`config.mk`:
```
export PLATFORM = sky130hd
export DESIGN_NAME = fetch_pair_queue
export DESIGN_NICKNAME = d
export VERILOG_FILES = /design/src/rtl/fetch_pair_queue.sv
export SDC_FILE = /design/constraint.sdc
export NUM_CORES = 1
export LEC_CHECK = 0
export ABC_AREA = 1
export BUFFER_PORTS_ARGS = -buffer_cell sky130_fd_sc_hd__buf_2
export CELL_PAD_IN_SITES_DETAIL_PLACEMENT = 0
export CELL_PAD_IN_SITES_GLOBAL_PLACEMENT = 2
export CORE_MARGIN = 1.5
export CORE_UTILIZATION = 34
export CTS_CLUSTER_DIAMETER = 50
export CTS_CLUSTER_SIZE = 10
export DETAILED_ROUTE_END_ITERATION = 16
export PLACE_DENSITY_LB_ADDON = 0.1
export SETUP_SLACK_MARGIN = 0.5
export SYNTH_ARGS = -nofsm -noshare
export SYNTH_HDL_FRONTEND = slang
export SYNTH_SLANG_ARGS = --single-unit
```
`constraint.sdc`:
```
create_clock -name clk -period 12.45 [get_ports clk]
set_clock_uncertainty 0.15 [all_clocks]
set_input_delay 1.245 -clock clk [delete_from_list [all_inputs] [get_ports clk]]
set_output_delay 1.245 -clock clk [all_outputs]
set_load 0.05 [all_outputs]
```
`src/rtl/fetch_pair_queue.sv`:
```
// Fetch stage: issues one paired instruction-memory read per accepted predictor
// guess and queues the returned PC/instruction pairs for decode.
module fetch_pair_queue #(
    parameter int ADDR_WIDTH  = 32,
    parameter int INSTR_WIDTH = 32,
    parameter int DEPTH       = 4
) (
    input  logic                   clk,
    input  logic                   reset,
    input  logic                   flush,
    input  logic [ADDR_WIDTH-1:0]  pc_in [2],
    input  logic                   pc_valid_in [2],
    input  logic                   pred_branch_in [2],
    output logic                   fetch_stall,
    output logic                   imem_req,
    output logic [ADDR_WIDTH-1:0]  imem_addr,
    input  logic [INSTR_WIDTH-1:0] imem_rdata [2],
    output logic                   out_valid [2],
    output logic [ADDR_WIDTH-1:0]  out_pc [2],
    output logic [INSTR_WIDTH-1:0] out_instr [2],
    output logic                   out_pred_branch [2],
    input  logic                   out_ready
);
    localparam int PTR_W = $clog2(DEPTH);
    localparam int CNT_W = PTR_W + 1;

    logic [CNT_W-1:0] count_q, count_d;
    logic [PTR_W-1:0] rd_ptr_q, rd_ptr_d;
    logic [PTR_W-1:0] wr_ptr_q, wr_ptr_d;
    logic             inflight_q, inflight_d;

    logic [ADDR_WIDTH-1:0] infl_pc_q [2];
    logic                  infl_valid_q [2];
    logic                  infl_br_q [2];

    logic accept;
    logic push;
    logic pop;
    logic empty;

    // Credits cover both queued entries and the one read still in flight.
    assign fetch_stall = (count_q + {{(CNT_W-1){1'b0}}, inflight_q}) >= CNT_W'(DEPTH);
    assign accept      = ~reset & ~flush & ~fetch_stall & (pc_valid_in[0] | pc_valid_in[1]);
    assign imem_req    = accept;
    assign imem_addr   = accept ? pc_in[0] : '0;

    assign empty = (count_q == '0);
    assign push  = inflight_q & ~flush;
    assign pop   = out_valid[0] & out_ready & ~flush;

    always_comb begin
        count_d    = count_q;
        rd_ptr_d   = rd_ptr_q;
        wr_ptr_d   = wr_ptr_q;
        inflight_d = inflight_q;
        if (flush) begin
            count_d    = '0;
            rd_ptr_d   = '0;
            wr_ptr_d   = '0;
            inflight_d = 1'b0;
        end else begin
            inflight_d = accept;
            if (push) begin
                wr_ptr_d = wr_ptr_q + PTR_W'(1);
            end
            if (pop) begin
                rd_ptr_d = rd_ptr_q + PTR_W'(1);
            end
            case ({push, pop})
                2'b10:   count_d = count_q + CNT_W'(1);
                2'b01:   count_d = count_q - CNT_W'(1);
                default: count_d = count_q;
            endcase
        end
    end

    always_ff @(posedge clk) begin
        if (reset) begin
            count_q    <= '0;
            rd_ptr_q   <= '0;
            wr_ptr_q   <= '0;
            inflight_q <= 1'b0;
        end else begin
            count_q    <= count_d;
            rd_ptr_q   <= rd_ptr_d;
            wr_ptr_q   <= wr_ptr_d;
            inflight_q <= inflight_d;
        end
    end

    genvar gi;
    generate
        for (gi = 0; gi < 2; gi++) begin : g_slot
            logic [ADDR_WIDTH-1:0]  pc_mem_q    [DEPTH];
            logic [INSTR_WIDTH-1:0] instr_mem_q [DEPTH];
            logic                   valid_mem_q [DEPTH];
            logic                   br_mem_q    [DEPTH];
            logic                   push_valid;

            // A predicted-taken branch in slot 0 ends the pair.
            if (gi == 0) begin : g_head
                assign push_valid = infl_valid_q[0];
            end else begin : g_tail
                assign push_valid = infl_valid_q[1] & ~infl_br_q[0];
            end

            always_ff @(posedge clk) begin
                if (reset) begin
                    infl_pc_q[gi]    <= '0;
                    infl_valid_q[gi] <= 1'b0;
                    infl_br_q[gi]    <= 1'b0;
                end else if (accept) begin
                    infl_pc_q[gi]    <= pc_in[gi];
                    infl_valid_q[gi] <= pc_valid_in[gi];
                    infl_br_q[gi]    <= pred_branch_in[gi];
                end
            end

            always_ff @(posedge clk) begin
                if (reset) begin
                    for (int i = 0; i < DEPTH; i++) begin
                        pc_mem_q[i]    <= '0;
                        instr_mem_q[i] <= '0;
                        valid_mem_q[i] <= 1'b0;
                        br_mem_q[i]    <= 1'b0;
                    end
                end else if (push) begin
                    pc_mem_q[wr_ptr_q]    <= infl_pc_q[gi];
                    instr_mem_q[wr_ptr_q] <= imem_rdata[gi];
                    valid_mem_q[wr_ptr_q] <= push_valid;
                    br_mem_q[wr_ptr_q]    <= infl_br_q[gi];
                end
            end

            assign out_valid[gi]       = ~empty & valid_mem_q[rd_ptr_q];
            assign out_pc[gi]          = empty ? '0 : pc_mem_q[rd_ptr_q];
            assign out_instr[gi]       = empty ? '0 : instr_mem_q[rd_ptr_q];
            assign out_pred_branch[gi] = ~empty & br_mem_q[rd_ptr_q];
        end
    endgenerate
endmodule
```
# Word-level counts from Yosys, hierarchy flattened
# Memory sizes are Yosys's and may differ from the RTL's. A register that Yosys moved wholly into a read port is not among the register bits.
# Cells that the tools add are included.
[classes]
add_sub_neg = 5
eq_ne = 2
shift = 0
div_mod_pow = 0
muxes = 60
bitwise = 23
order_cmp = 1
n_reduce_logical = 11
multipliers = 0
[op_table]
columns = ["op", "n"]
rows = [
  ["2-to-1 mux 32 bit", 11],
  ["OR reduction 32 bit", 4],
  ["2-to-1 mux 2 bit", 24],
  ["2-to-1 mux 1 bit", 24],
  ["AND 1 bit", 11],
  ["bitwise OR 1 bit", 7],
  ["one-hot mux 3 bit (2 select lines)", 1],
  ["NOT 1 bit", 5],
  ["adder 2 x 1 -> 2 bit (second input constant)", 2],
  ["OR reduction 1 bit", 4],
  ["adder 3 x 1 -> 3 bit", 1],
  ["adder 3 x 1 -> 3 bit (second input constant)", 1],
  [">= comparator 3 bit (second input constant)", 1],
  ["logical NOT 3 bit", 1],
  ["subtractor 3 x 1 -> 3 bit (second input constant)", 1],
  ["equality test 2 x 1 -> 1 bit (second input constant)", 1],
  ["equality test 2 bit (second input constant)", 1],
  ["nonzero test 2 bit", 1],
  ["OR reduction 2 bit", 1],
]
[totals]
romBits = 0
ff_bits = 8
latchBits = 0
ramBits = 596
word_cells = 117
out_inout_bits = 166
memories = 11
[memory_table]
columns = ["memory", "words", "word_bits", "read_ports", "rd_clocked_by_memory_dff", "write_ports", "line_no", "rtl"]
rows = [
  ["g_slot[0].instr_mem_q", 4, 32, 1, 1, 4, "95", "logic [INSTR_WIDTH-1:0] instr_mem_q [DEPTH];"],
  ["g_slot[0].pc_mem_q", 4, 32, 1, 1, 4, "94", "logic [ADDR_WIDTH-1:0] pc_mem_q [DEPTH];"],
  ["g_slot[1].instr_mem_q", 4, 32, 1, 1, 4, "95", ""],
  ["g_slot[1].pc_mem_q", 4, 32, 1, 1, 4, "94", ""],
  ["infl_pc_q", 2, 32, 2, 0, 2, "32", "logic [ADDR_WIDTH-1:0] infl_pc_q [2];"],
  ["g_slot[0].br_mem_q", 4, 1, 1, 1, 4, "97", "logic br_mem_q [DEPTH];"],
  ["5 more memories", "--", "--", "--", "--", "--", "--", ""],
]

# Logic depth before layout (Yosys ltp)
# Gate-level depths: netlist of the first run.
[depth]
depth_word = 9
mapped_depth = 14
ltp_nobuf = 13

# Worst setup path after synthesis of the first run
# No wires, ideal clock.
[synth_timing]
kind = "input port to flip-flop"
start = "input flush"
end = "memory g_slot[0].br_mem_q[3], enable pin"
required_time_ps = 11495
arrival_ps = 10695
setup_slack_ps = 799
stages = 3
cell_sequence = "nor2_1 nand2_1 o21ai_0"
[synth_rtl]
columns = ["item", "line_no", "rtl"]
rows = [
  ["from (decl)", "10", "input logic flush,"],
  ["to (decl)", "97", ""],
]

==> flow_summary.yaml, run 1 <==
global_route:
  grtUsageMet2_pct: 34.8
  antenna_found_initial: 4
  busiest_layer: "met2"
  grt_pass1_wl_um: 121000
  grt_usage_pct: 19.6
  met3_usage_pct: 2.94
  grt_start_max_net_pins: 163
  grt_use_met1_pct: 24.9
  grt_overflow: 0
  grt_pass1_vias: 19585
worst_setup_path:
  end_kind: "primary output"
  rr_endpoint: "count_q[2]"
  crit_type: "flip-flop to primary output"
  crit_fanout: 78
  reg2reg_slack_ns: 8.76
  worstRegToRegCells: 13
  worstSetupEndpoint: "out_instr[56]"
  cp.required_ns: 11.06
  start_kind: "flip-flop"
  cp_data_arrival_time_ns: 4.32
logic_synthesis:
  synth_top_area_share_pct: 65.3
  synthDistinctLibCells: 21
  yosysSeqAreaShare_pct: 66.0
  synth_area_per_cell_um2: 10.0
  yosys_warnings: 0
  syn_inst: 2731
  ys.flop_type: "edfxtp_1"
  synth.most_common_cell: "nor2_1"
  synthAdderAreaFrac_pct: 0.119
  synthMuxAreaShare_pct: 0
  synth-simple-area-share_pct: 18.8
  synth_area_um2: 27400
  synth_top_family_by_area: "simple AND/OR/NAND/NOR gates"
  ys_top_cells_by_count: "1069 x nor2_1, 596 x edfxtp_1, 329 x inv_1"
  synth_compound_area_share_pct: 7.44
  synth_enable_flop_cells: 596
  ys_async_sr_fraction_pct: 0
  synth_area_leaders: "edfxtp_1 65%, nor2_1 15%, o21ai_0 4.9%"
  yosys.area.top_type: "edfxtp_1"
  synth-xor-area-share_pct: 0.0319
  ys_ff_latch: 606
  syn-num-nets: 2869
power:
  power.density_nw_per_um2: 153
  power.leakage_nw: 12.5
  ir_drop_v: 0.0000910
timing:
  min_period_ns: 5.72
  fmaxAchievable_ghz: 0.175
  rsz0062_at_grt: "false"
  slew-limit-headroom_pct: 21.8
  finalSetupViolCount: 0
  slew_viol_final: 0
  tightest_slew_ns: 1.17
  period_share_pct: 45.9
  finalHoldViolations: 0
  tns_ns: 0
clock_network:
  clockBufferDepth: 3
  numCtsBuffers: 85
  cts_hold_buffers: 0
  postCtsSetupBuffers: 0
  cts.sinks: 606
  clk_pin_slew_ns: 0.05
  cts_tree: "built"
  clock_latency_ns: 0.61
  h-tree-depth: 3
  cts_resized: 0
  cts_root_buffer: "clkbuf_16"
layout:
  synthToLayoutAreaGrowth_pct: 18.7
  drive_gt1_share_pct: 18.9
  nets: 3114
  fin_util_pct: 41.0
status:
  outcome: "finished clean"
placement:
  gp_congestion: 0.722
  port_buffers: 301
  hpwl_um: 41500
hold_path:
  min_from: "rd_ptr_q[0]"
  hold_class: "flip-flop to flip-flop"
route:
  vias_per_cell: 4.71
  ant_nets: 0
  drt_iter0_markers: 1061
  first_pass_iters: 5
  via_count: 19246
  routed_wl_um: 81100
  drc: 0
  wl_per_cell_um: 19.8
die:
  io_pins: 302
  die_width_um: 287
  initial_core_util_pct: 34.5
  num_rows: 103
  core_um2: 79400
  dieArea_um2: 82400
  die_h_um: 287
run:
  maxCapViolations: 0
-- routing by layer --
layer	wire (um)	share of wire, %
met5	25	0.031
met2	40600	50
met4	1680	2.1
met1	35400	44
met3	3460	4.3
-- critical path: stages, from the launching register on --
cell     delay, ns
dfxtp_4       0.88
buf_4         0.93
buf_4         0.83
nor2_1        0.11
nor2_1        0.10
o21ai_0       0.10
a21oi_1       0.32
buf_2         0.33
-- power breakdown --
group,switching [mW],internal (mW),leakage [nW]
Sequential,0.0208,2.33,6.26
Combinational,0.184,0.0523,4.95
Clock,0.904,1.49,1.32
Total,1.11,3.87,12.5
-- cell type report --
type | count | area (um2)
diodes | 2 | 5.00
clock buffers | 102 | 2210
clock inverters | 43 | 536
fillers | 7929 | 46800
inverters | 357 | 1370
multi-input cells | 1600 | 7300
flip-flops and latches | 606 | 18100
well taps | 1050 | 1310
repair buffers | 326 | 1710
-- per-stage QoR --
stage                     area (um2)  power, mW  hold slack [ns]  setup slack [ns]  std cells
after global routing           32500       5.14            0.380              6.33       4085
after floorplan                27400       2.55            0.299             0.799       2731
after global placement         29800       2.63            0.332              7.23       3939
after detailed placement       29800       2.63            0.329              7.23       3939
final                          32500       4.98            0.333              6.73       4086
after CTS                      32500       5.04            0.337              6.56       4084
-- how the worst min path moves through the flow --
stage	endpoint	cells after the start	slack, ns
final	flip-flop	2	0.33
after floorplan	flip-flop	2	0.30
after global routing	flip-flop	2	0.38
after detailed placement	flip-flop	2	0.33
after CTS	flip-flop	2	0.34
after global placement	flip-flop	2	0.33
-- cell families after synthesis --
| kind of cell | after synthesis |
|---|---|
| xor gates and xnor gates | 1 |
| adders and majority gates | 2 |
| and+or+nand+nor | 1190 |
| buffers and inverters | 525 |
| DFF | 606 |
| AOI/OAI and AO/OA | 407 |
-- sequential cells by signal, indices dropped and copies added, names as in the netlist, named ones only --
signal,flops
g_slot.instr_mem_q,256
g_slot.pc_mem_q,256
infl_pc_q,64
g_slot.br_mem_q,8
g_slot.valid_mem_q,8
count_q,3
infl_br_q,2
infl_valid_q,2
rd_ptr_q,2
wr_ptr_q,2
inflight_q,1
-- layout by cell type (no fill, tap or decap), drive strengths merged --
| cell | count |
|---|---|
| diode | 2 |
| fa | 1 |
| xor2 | 1 |
| clkinvlp | 6 |
| nor2 | 1159 |
| nor3 | 2 |
| o21a | 1 |
| ha | 1 |
| a21oi | 139 |
| buf | 326 |
| dfxtp | 10 |
| clkbuf | 102 |
| nand4 | 1 |
| bufinv | 11 |
| edfxtp | 596 |
| o21ai | 267 |
| nand2 | 21 |
| clkinv | 21 |
| nand3 | 7 |
| inv | 362 |
Power figures use the tool's default switching activity.
==> inputs of run 2 (changes only) <==
--- a/config.mk
+++ b/config.mk
@@ -10,7 +10,7 @@
 export CELL_PAD_IN_SITES_DETAIL_PLACEMENT = 0
 export CELL_PAD_IN_SITES_GLOBAL_PLACEMENT = 2
 export CORE_MARGIN = 1.5
-export CORE_UTILIZATION = 34
+export CORE_UTILIZATION = 38
 export CTS_CLUSTER_DIAMETER = 50
 export CTS_CLUSTER_SIZE = 10
 export DETAILED_ROUTE_END_ITERATION = 16
==> constraint.sdc (replaced) <==
create_clock -name clk -period 5.6 [get_ports clk]
set_clock_uncertainty 0.15 [all_clocks]
set_input_delay 0.56 -clock clk [delete_from_list [all_inputs] [get_ports clk]]
set_output_delay 0.56 -clock clk [all_outputs]
set_load 0.05 [all_outputs]
==> run 2 against run 1 <==
Via count up 0.25%. Clock power up 100%. Core utilization up 4.1 points. Largest cell class unchanged. Routed wire length down 3.8%. Power up 110%. Critical path type unchanged. Global-route usage up 1.4 points.
==> flow_summary.yaml, run 2 (synthesis results as in run 1) <==
timing:
  finalHoldViolations: 0
  min_period_ns: 4.02
  period_share_pct: 71.9
  finalSetupViolCount: 0
  fmaxAchievable_ghz: 0.249
  rsz0062_at_grt: "false"
  slew-limit-headroom_pct: 22.4
  slew_viol_final: 0
  tns_ns: 0
  tightest_slew_ns: 1.16
  setup_slack_ns: 1.58
worst_setup_path:
  cp.required_ns: 4.89
  start_kind: "flip-flop"
  cp_top_family: "buffers and inverters"
  cp_data_arrival_time_ns: 3.31
  end_kind: "primary output"
  cp_slowest_cell: "inv_6"
  slowest_delay_ns: 0.68
  crit_buf_inv: 3
  crit_fanout: 116
  crit_type: "flip-flop to primary output"
  cp_cell_sequence: "inv_6 > buf_4 > o21ai_0 > a21oi_1 > buf_2"
die:
  die_width_um: 272
  core_um2: 71500
  dieArea_um2: 73800
  num_rows: 98
  die_h_um: 272
  initial_core_util_pct: 38.4
  io_pins: 302
layout:
  synthToLayoutAreaGrowth_pct: 17.7
  fill_cells: 6908
  largestRegisters: "g_slot.instr_mem_q x256, g_slot.pc_mem_q x256, infl_pc_q x64"
  drive_gt1_share_pct: 18.9
  nets: 3117
  mostFrequentLayoutCells: "1069 x nor2_1, 596 x edfxtp_1, 329 x inv_1, 301 x buf_2, 265 x o21ai_0"
  final_common_cell: "nor2_1"
global_route:
  grt_usage_pct: 21.0
  grt_pass1_vias: 19664
  grt_start_max_net_pins: 158
  antenna_found_initial: 3
  grt_pass1_wl_um: 118000
  grt_overflow: 0
placement:
  port_buffers: 301
  post-place-ws_ns: 2.09
  hpwl_um: 40800
  gp_congestion: 0.762
clock_network:
  cts_resized: 0
  cts.sinks: 606
  h-tree-depth: 3
  cts_tree: "built"
  numCtsBuffers: 82
  clk_pin_slew_ns: 0.06
  postCtsSetupBuffers: 0
  cts_hold_buffers: 0
  cts_root_buffer: "clkbuf_16"
  clockBufferDepth: 3
  clock_latency_ns: 0.61
power:
  ir_drop_v: 0.000171
  power.leakage_nw: 12.4
  power.density_nw_per_um2: 328
route:
  first_pass_iters: 7
  vias_per_cell: 4.85
  drc: 0
  routed_wl_um: 78000
  drt_iter0_markers: 1216
  via_count: 19295
  wl_per_cell_um: 19.6
  ant_nets: 0
hold_path:
  hold_class: "input port to flip-flop"
run:
  maxCapViolations: 0
status:
  outcome: "finished clean"
[run 2: final timing paths]
| check | from | end | slack (ns) | cells after the start |
|---|---|---|---|---|
| hold reg to reg | rd_ptr_q[0] | flip-flop | 0.33 | 2 |
| hold / removal | pc_in[12] | infl_pc_q[1][12] | 0.1 | 3 |
| setup / recovery | flip-flop | out_instr[35] | 1.58 | 5 |
| setup reg to reg | flip-flop | count_q[2] | 2.30 | 13 |
[run 2: area by class of cell]
| type | instances | area, um2 | area share [%] |
|---|---|---|---|
| Antenna cell | 1 | 2.50 | 0.00776 |
| Clock buffer | 92 | 2090 | 6.48 |
| Clock inverter | 37 | 375 | 1.16 |
| Inverter | 357 | 1360 | 4.22 |
| Multi-Input combinational cell | 1600 | 7300 | 22.6 |
| Sequential cell | 606 | 18100 | 56.1 |
| Tap cell | 950 | 1190 | 3.68 |
| Timing Repair Buffer | 332 | 1840 | 5.70 |
[run 2: through the flow]
stage	instances	hold slack, ns	cell area, um2	util (%)	total power [mW]
2_1_floorplan	2731	0.299	27400	-	5.65
3_3_place_gp	3845	0.318	29800	41.7	5.85
3_5_place_dp	3845	0.323	29800	41.7	5.85
4_1_cts	3974	0.0564	32300	45.1	10.7
5_1_grt	3974	0.0899	32300	45.1	10.9
6_report	3975	0.0953	32300	45.1	10.6
[run 2: worst min-delay path: cells and delay by family]
| kind | cells | cell delay (ns) |
|---|---|---|
| buf+inv | 2 | 0.11 |
| simple gates | 1 | 0.08 |
[run 2: per-layer routing]
metal / wire length [um] / track usage, % / part of all wire, %
met1: 35200 / 27.9 / 45
met2: 38300 / 36.0 / 49
met3: 3350 / 3.18 / 4.3
met4: 1200 / 5.37 / 1.5
met5: 0 / 0 / 0
[run 2: power breakdown]
group          switching [mW]  internal [mW]
Clock                    1.94           2.89
Combinational           0.410          0.121
Sequential             0.0466           5.17
